File: config.mk
export PLATFORM = sky130hd
export DESIGN_NAME = fetch_redirect_ctrl
export DESIGN_NICKNAME = d
export VERILOG_FILES = /design/src/rtl/fetch_redirect_ctrl.sv
export SDC_FILE = /design/constraint.sdc
export NUM_CORES = 1
export LEC_CHECK = 0
export BUFFER_PORTS_ARGS = -buffer_cell sky130_fd_sc_hd__buf_4
export CAP_MARGIN = 15
export CELL_PAD_IN_SITES_DETAIL_PLACEMENT = 0
export CELL_PAD_IN_SITES_GLOBAL_PLACEMENT = 1
export CORE_MARGIN = 3
export CORE_UTILIZATION = 37
export DETAILED_ROUTE_END_ITERATION = 8
export PLACE_DENSITY_LB_ADDON = 0.12
export SLEW_MARGIN = 0
export SYNTH_ARGS = -nofsm -noshare
export SYNTH_HDL_FRONTEND = slang
export SYNTH_SLANG_ARGS = --single-unit
File: constraint.sdc
create_clock -name clk -period 5.56 [get_ports clk]
set_clock_uncertainty 0.2 [all_clocks]
set_input_delay 0.278 -clock clk [delete_from_list [all_inputs] [get_ports clk]]
set_output_delay 0.278 -clock clk [all_outputs]
set_load 0.03 [all_outputs]
File: src/rtl/fetch_redirect_ctrl.sv
// Fetch redirect/hold control: branch, load-use hold, interrupt entry (drain/save/vector) and return.
// Latency: all Fetch-facing outputs are combinational; entry takes DRAIN_CYCLES+2 cycles from accept to vector.
// Backpressure: none accepted; stall is the hold this block applies to Fetch. Option: FETCH_REDIRECT_INT_PENDING_EN.
module fetch_redirect_ctrl #(
    parameter int unsigned DRAIN_CYCLES = 3
) (
    input  logic        clk,
    input  logic        rst,
    input  logic        branch_taken,
    input  logic [31:0] branch_target,
    input  logic        load_use_hazard,
    input  logic        int_req,
    input  logic        rti,
    input  logic [31:0] pc_current,
    output logic        stall,
    output logic        jumpBit,
    output logic [31:0] branchIR,
    output logic        interruptBit,
    output logic        flush,
    output logic        push_pc_valid,
    output logic [31:0] push_pc,
    output logic        int_ack,
    output logic        in_isr
);

    localparam logic [1:0] S_RUN    = 2'd0;
    localparam logic [1:0] S_DRAIN  = 2'd1;
    localparam logic [1:0] S_SAVE   = 2'd2;
    localparam logic [1:0] S_VECTOR = 2'd3;

    localparam logic [3:0] DCNT_INIT = 4'(DRAIN_CYCLES - 1);

    logic [1:0]  r_state;
    logic [3:0]  r_dcnt;
    logic [31:0] r_ret_pc;
    logic        r_in_isr;

    logic [1:0]  w_state_nxt;
    logic [3:0]  w_dcnt_nxt;
    logic [31:0] w_ret_pc_nxt;
    logic        w_in_isr_nxt;
    logic        w_accept;
    logic        w_int_src;

    logic        w_stall;
    logic        w_jump;
    logic [31:0] w_branch_ir;
    logic        w_int_bit;
    logic        w_flush;
    logic        w_push_vld;
    logic        w_int_ack;

`ifdef FETCH_REDIRECT_INT_PENDING_EN
    logic r_pending;

    // Accept clears the sticky bit even if int_req is still high on that edge.
    always_ff @(posedge clk or negedge rst) begin
        if (!rst) begin
            r_pending <= 1'b0;
        end else if (w_accept) begin
            r_pending <= 1'b0;
        end else if (int_req) begin
            r_pending <= 1'b1;
        end
    end

    assign w_int_src = int_req | r_pending;
`else
    assign w_int_src = int_req;
`endif

    always_comb begin
        w_state_nxt  = r_state;
        w_dcnt_nxt   = r_dcnt;
        w_ret_pc_nxt = r_ret_pc;
        w_in_isr_nxt = r_in_isr;
        w_accept     = 1'b0;
        w_stall      = 1'b0;
        w_jump       = 1'b0;
        w_branch_ir  = 32'd0;
        w_int_bit    = 1'b0;
        w_flush      = 1'b0;
        w_push_vld   = 1'b0;
        w_int_ack    = 1'b0;
        case (r_state)
            S_RUN: begin
                if (branch_taken) begin
                    w_jump      = 1'b1;
                    w_branch_ir = branch_target;
                    w_flush     = 1'b1;
                end else if (rti && r_in_isr) begin
                    w_jump       = 1'b1;
                    w_branch_ir  = r_ret_pc;
                    w_flush      = 1'b1;
                    w_in_isr_nxt = 1'b0;
                end else if (w_int_src && !r_in_isr) begin
                    w_accept     = 1'b1;
                    w_int_ack    = 1'b1;
                    w_stall      = 1'b1;
                    w_ret_pc_nxt = pc_current;
                    w_dcnt_nxt   = DCNT_INIT;
                    w_state_nxt  = S_DRAIN;
                end else if (load_use_hazard) begin
                    w_stall = 1'b1;
                end
            end
            S_DRAIN: begin
                w_stall = 1'b1;
                // A branch resolving under the drain becomes the return point.
                if (branch_taken) begin
                    w_ret_pc_nxt = branch_target;
                    w_flush      = 1'b1;
                end
                if (r_dcnt == 4'd0) begin
                    w_state_nxt = S_SAVE;
                end else begin
                    w_dcnt_nxt = r_dcnt - 4'd1;
                end
            end
            S_SAVE: begin
                w_stall     = 1'b1;
                w_push_vld  = 1'b1;
                w_state_nxt = S_VECTOR;
            end
            default: begin
                w_int_bit    = 1'b1;
                w_flush      = 1'b1;
                w_in_isr_nxt = 1'b1;
                w_state_nxt  = S_RUN;
            end
        endcase
    end

    always_ff @(posedge clk or negedge rst) begin
        if (!rst) begin
            r_state  <= S_RUN;
            r_dcnt   <= 4'd0;
            r_ret_pc <= 32'd0;
            r_in_isr <= 1'b0;
        end else begin
            r_state  <= w_state_nxt;
            r_dcnt   <= w_dcnt_nxt;
            r_ret_pc <= w_ret_pc_nxt;
            r_in_isr <= w_in_isr_nxt;
        end
    end

    // Outputs are forced low during reset even though inputs may be active.
    assign stall         = rst & w_stall;
    assign jumpBit       = rst & w_jump;
    assign branchIR      = rst ? w_branch_ir : 32'd0;
    assign interruptBit  = rst & w_int_bit;
    assign flush         = rst & w_flush;
    assign push_pc_valid = rst & w_push_vld;
    assign push_pc       = rst ? r_ret_pc : 32'd0;
    assign int_ack       = rst & w_int_ack;
    assign in_isr        = rst & r_in_isr;

endmodule

* Word-level counts from Yosys, hierarchy flattened *
Index checks and enable logic that the tools add are counted.

storage, ports and cells
  bits in registers = 39
  output and inout port bits = 71
  word-level logic and storage cells = 73

cells by class
  $add $sub $neg = 1
  equality and inequality tests = 9
  muxes and demuxes = 39
  bitwise gates (word level) = 8
  reduce and logical (&&, ||, !) cells = 12

operators with widths
  operator                                                                number
  32-bit 2-to-1 mux                                                       9
  32-bit case mux with 2 select lines                                     1
  1-bit 2-to-1 mux                                                        16
  4-bit 2-to-1 mux                                                        4
  2-bit inequality test (second input constant)                           7
  5-bit AND reduction                                                     2
  2-bit 2-to-1 mux                                                        4
  4-bit case mux with 2 select lines                                      1
  1-bit AND                                                               7
  2-bit case mux with 3 select lines                                      1
  4-bit logical NOT                                                       1
  1-bit case mux with 2 select lines                                      2
  4-bit AND reduction                                                     1
  4-bit by 1-bit subtractor with 4-bit output (second input constant)     1
  1-bit case mux with 3 select lines                                      1
  3-bit AND reduction                                                     1
  3-bit OR reduction                                                      1
  2-bit by 1-bit equality test with 1-bit output (second input constant)  1
  2-bit equality test (second input constant)                             1
  1-bit logical AND                                                       2
  2-bit logical NOT                                                       1
  2-bit nonzero test                                                      1
  2-bit OR reduction                                                      1
  1-bit logical NOT                                                       1
  1-bit inverter                                                          1

* Logic depth before layout (Yosys ltp) *
  depth after elaboration = 7
  gate-level depth with buffers = 7

* Worst setup path after synthesis *
No wires, ideal clock.

  kind = reg-to-output
  start point = register r_state[0]
  end point = output stall
  arrival = 1554 ps
  data required time = 5082 ps
  setup slack = 3528 ps
  cell stages (with the launch flop) = 7
  cells stage by stage = dfrtp_1 -> inv_1 -> ha_1 -> buf_4 -> inv_1 -> a211o_1 -> a21oi_1

between the ends
  word-level cells in the longest chain between the ends = 4
  elaborated cells between the ends (all ways) = 6
  classes of those cells = 2 x eq/ne; 1 x mux; 1 x bitwise; 2 x reduce/logical

RTL lines
  what                                                                                   line  source
  start: declaration                                                                     33    logic [1:0] r_state;
  start signal: assignment                                                               141   r_state <= w_state_nxt;
  2-bit by 1-bit equality test with 1-bit output or 2-bit equality test (tied branches)  85    case (r_state)
  2-bit OR reduction (no source line)                                                    n/a
  1-bit case mux with 2 select lines (*)                                                 85
  1-bit AND (*)                                                                          149   assign stall = rst & w_stall;
  end: declaration                                                                       15    output logic stall,

Every way passes the cells marked *; elsewhere a longest branch is shown, timed or not.

* Worst setup path after layout *
  start point = register r_state[1]
  end point = register r_ret_pc[13]

between the ends
  word-level cells in the longest chain between the ends = 3
  elaborated cells between the ends (all ways) = 9
  classes of those cells = 5 x eq/ne; 1 x mux; 3 x reduce/logical

RTL lines
  what                                                                                 line  source
  2-bit by 1-bit equality test with 1-bit output or 2-bit logical NOT (tied branches)  85
  2-bit inequality test (no source line) or 2-bit nonzero test (tied branches)         n/a
  5-bit AND reduction (no source line)                                                 n/a
  end signal: assignment                                                               143   r_ret_pc <= w_ret_pc_nxt;
  end: declaration                                                                     35    logic [31:0] r_ret_pc;

Several ways; a longest one is shown, not always the timed one.
A chain may end at the register's enable or synchronous reset.

==> metrics.txt <==
ys async rst share 1.00; # DRC 0; status finished with violations; number of H-tree levels 2; DRC marker count from the first detailed-route iteration 39; # nets final about 480; pwr/cell area between 400 and 500 nW/µm²; Setup CP Type register to register; Worst Hold Class input pin to async pin; synth warn 0; fin worst setup slack between 2 and 2.5 ns; max incr delay on CP 0.86 ns; Ports around 140; Post-CTS Resized 0; WL final approximately 7400 µm; endpoints failing setup 0; die area between 8000 and 9000 µm²; failing checks negative hold slack; fraction of synthesized area in multiplexers 0.370; Worst EP arrival ~3.2 ns; first-pass detailed-route iteration total 3; root buffer cell clkbuf_8; ys flop type dfrtp_1; die height about 94 µm; DIE WIDTH between 90 and 100 µm; GRT overflow 0; clock network fraction of total power 0.135; largest family of logic cells by synthesized area multiplexers; DR vias/cell approximately 4.8; P_sw about 0.75 mW; Cells after Synth about 270; number of synthesized flops with an enable pin 0; WP data required ~5.5 ns; Synth area leader dfrtp_1; Final min period approximately 3.2 ns; total power between 1.5 and 2 mW; Netlist cell types 32; Critical Path, Cell by Cell inv_1 -> ha_2 -> nand2_1 -> o22ai_4 -> mux2_2; Setup Fix Bufs, Post-CTS 0; Post-Place Worst Slack roughly 2.3 ns; Buf/Inv on CP 1; Slew Limit Headroom 0.281; Logic pwr share 0.573; layout cells sized above 1 0.537; Max Slew Vio Count 0; largest net degree at the start of global routing 78; top-count cell post-synth mux2_2; Clock Pin Slew Worst Setup and Hold Paths about 0.08 ns; Skew-Pair Late Insertion Delay roughly 0.29 ns; detailed placer's ending HPWL about 5400 µm; Max Cap Viol 0; hold_buf cts 0; post-route clock period utilization 0.575; Starting Density 0.389; syn_area_per_cell 10.5 µm²; Seq/Total Area, Yosys 0.340; startpoint types register; RSZ-0062 raised after global routing no; #FFs+latches synth 39; vias in the first global route 2429; measured slew at the worst slew-check pin between 1 and 1.5 ns; Inserted Clock Buffers 5; R2R Setup Slk about 2.4 ns; cell-internal power around 1.1 mW; CP max FO 38; Critical Path End Type register; Min Hold Slack -0.0126 ns; Top Family by Delay on Critical Path compound AO/OA/AOI/OAI gates; Area contributors post-synth dfrtp_1, mux2_2, mux2i_1; Area Growth Syn to Fin 41.6%; Max VDD drop roughly 0.25 mV; xor/xnor share of the synthesized area 0; TritonCTS clock tree built; GRT Util Overall 0.165; Synth Area in Adders 0.0262; Routed Antenna Nets 0; # rows 31; FMAX roughly 0.31 GHz; Synth top area share 0.340; leakage power 2.00 nW; Mapped Nets between 300 and 400; PortBufs 140; clk buf depth 2; first-pass GRT wire length roughly 12000 µm; CTS sink cnt 39; Final Hold Fails 10; Sum Neg Setup Slack 0 ns; Crit-path slowest cell o22ai_4; vias roughly 2400; core area 7370 µm²; synth cell count leaders mux2_2, dfrtp_1, and2_1; post-synthesis cell area roughly 2900 µm²; Switching Fraction 0.412; Synth Area in Compound Gates 0.0536; drt wl/cell around 15 µm; Synth Area in Simple Gates 0.155; antenna cells 0; Seq pwr share 0.292; GP Congestion between 0.7 and 0.8; initial antenna violation count 0
==> final cells by class <==
cell class                      count  area (µm²)
Clock buffer                        6        82.6
Clock inverter                      2        35.0
Fill cell                         703        3310
Inverter                           11        41.3
Multi-Input combinational cell    204        1740
Sequential cell                    39         976
Tap cell                           99         124
Timing Repair Buffer              142        1070
==> per-layer routing <==
metal	wire length, µm	vias to the layer above	GRT usage
met1	3230	1148	0.213
met3	508	4	0.0393
met4	47	0	0.0325
li1	-	1202	-
met2	3590	84	0.280
met5	0	-	0
==> final timing paths <==
| path | startpoint | to | depth (start not counted) |
|---|---|---|---|
| setup / recovery | r_state[1] | r_ret_pc[13] | 5 |
| hold / removal | rst | r_ret_pc[18] | 2 |
| setup reg to reg | r_state[1] | r_ret_pc[13] | 5 |
| hold reg to reg | r_dcnt[0] | r_dcnt[0] | 1 |
| max in group asynchronous | rst | r_dcnt[3] | 2 |
| min in group clk | rti | r_in_isr | 4 |
==> cell families after synthesis <==
logic type	after synthesis
AO/OA/AOI/OAI	20
adder cells (fa/ha/maj)	6
multiplexers	98
flip-flops	39
AND/OR/NAND/NOR	80
buffers and inverters	30
==> cell usage in the layout (no fill, tap or decap), types with 2 or more instances in the layout <==
cell / n
buf_4: 142
mux2_2: 64
dfrtp_1: 39
and2_1: 36
mux2i_1: 34
nor2_1: 32
inv_1: 11
clkbuf_8: 6
ha_1: 5
a21oi_1: 3
nand2b_1: 3
o22ai_1: 3
a211o_1: 2
nand2_1: 2
nor3b_1: 2
o22a_1: 2
o21ai_0: 2
==> registers in the layout (all words and copies together) (netlist names) <==
register,cells
r_in_isr,1
r_dcnt,4
r_state,2
r_ret_pc,32
==> stage by stage <==
step | util | area, µm² | instances | hold slack (ns)
6_report | 0.551 | 4060 | 503 | -0.0126
5_1_grt | 0.551 | 4060 | 503 | 0.0540
4_1_cts | 0.551 | 4060 | 503 | 0.0308
3_5_place_dp | 0.535 | 3950 | 495 | 0.316
3_3_place_gp | 0.535 | 3950 | 495 | 0.309
2_1_floorplan | - | 2870 | 273 | -0.218
==> worst reg2reg max path: stages (launching register included) <==
cell and delay (ns):
dfrtp_1 0.41, inv_1 0.11, ha_2 0.82, nand2_1 0.24, o22ai_4 0.86, mux2_2 0.43
==> power groups by stage <==
stage	logic, mW	clock network [mW]	registers, mW
global route	1.14	0.266	0.557
floorplan	0.775	0	0.503
CTS	1.06	0.254	0.533
finish	1.04	0.245	0.531
detailed placement	1.06	0	0.538
global placement	1.04	0	0.535
Note: power is estimated with default switching activity, not from simulation.
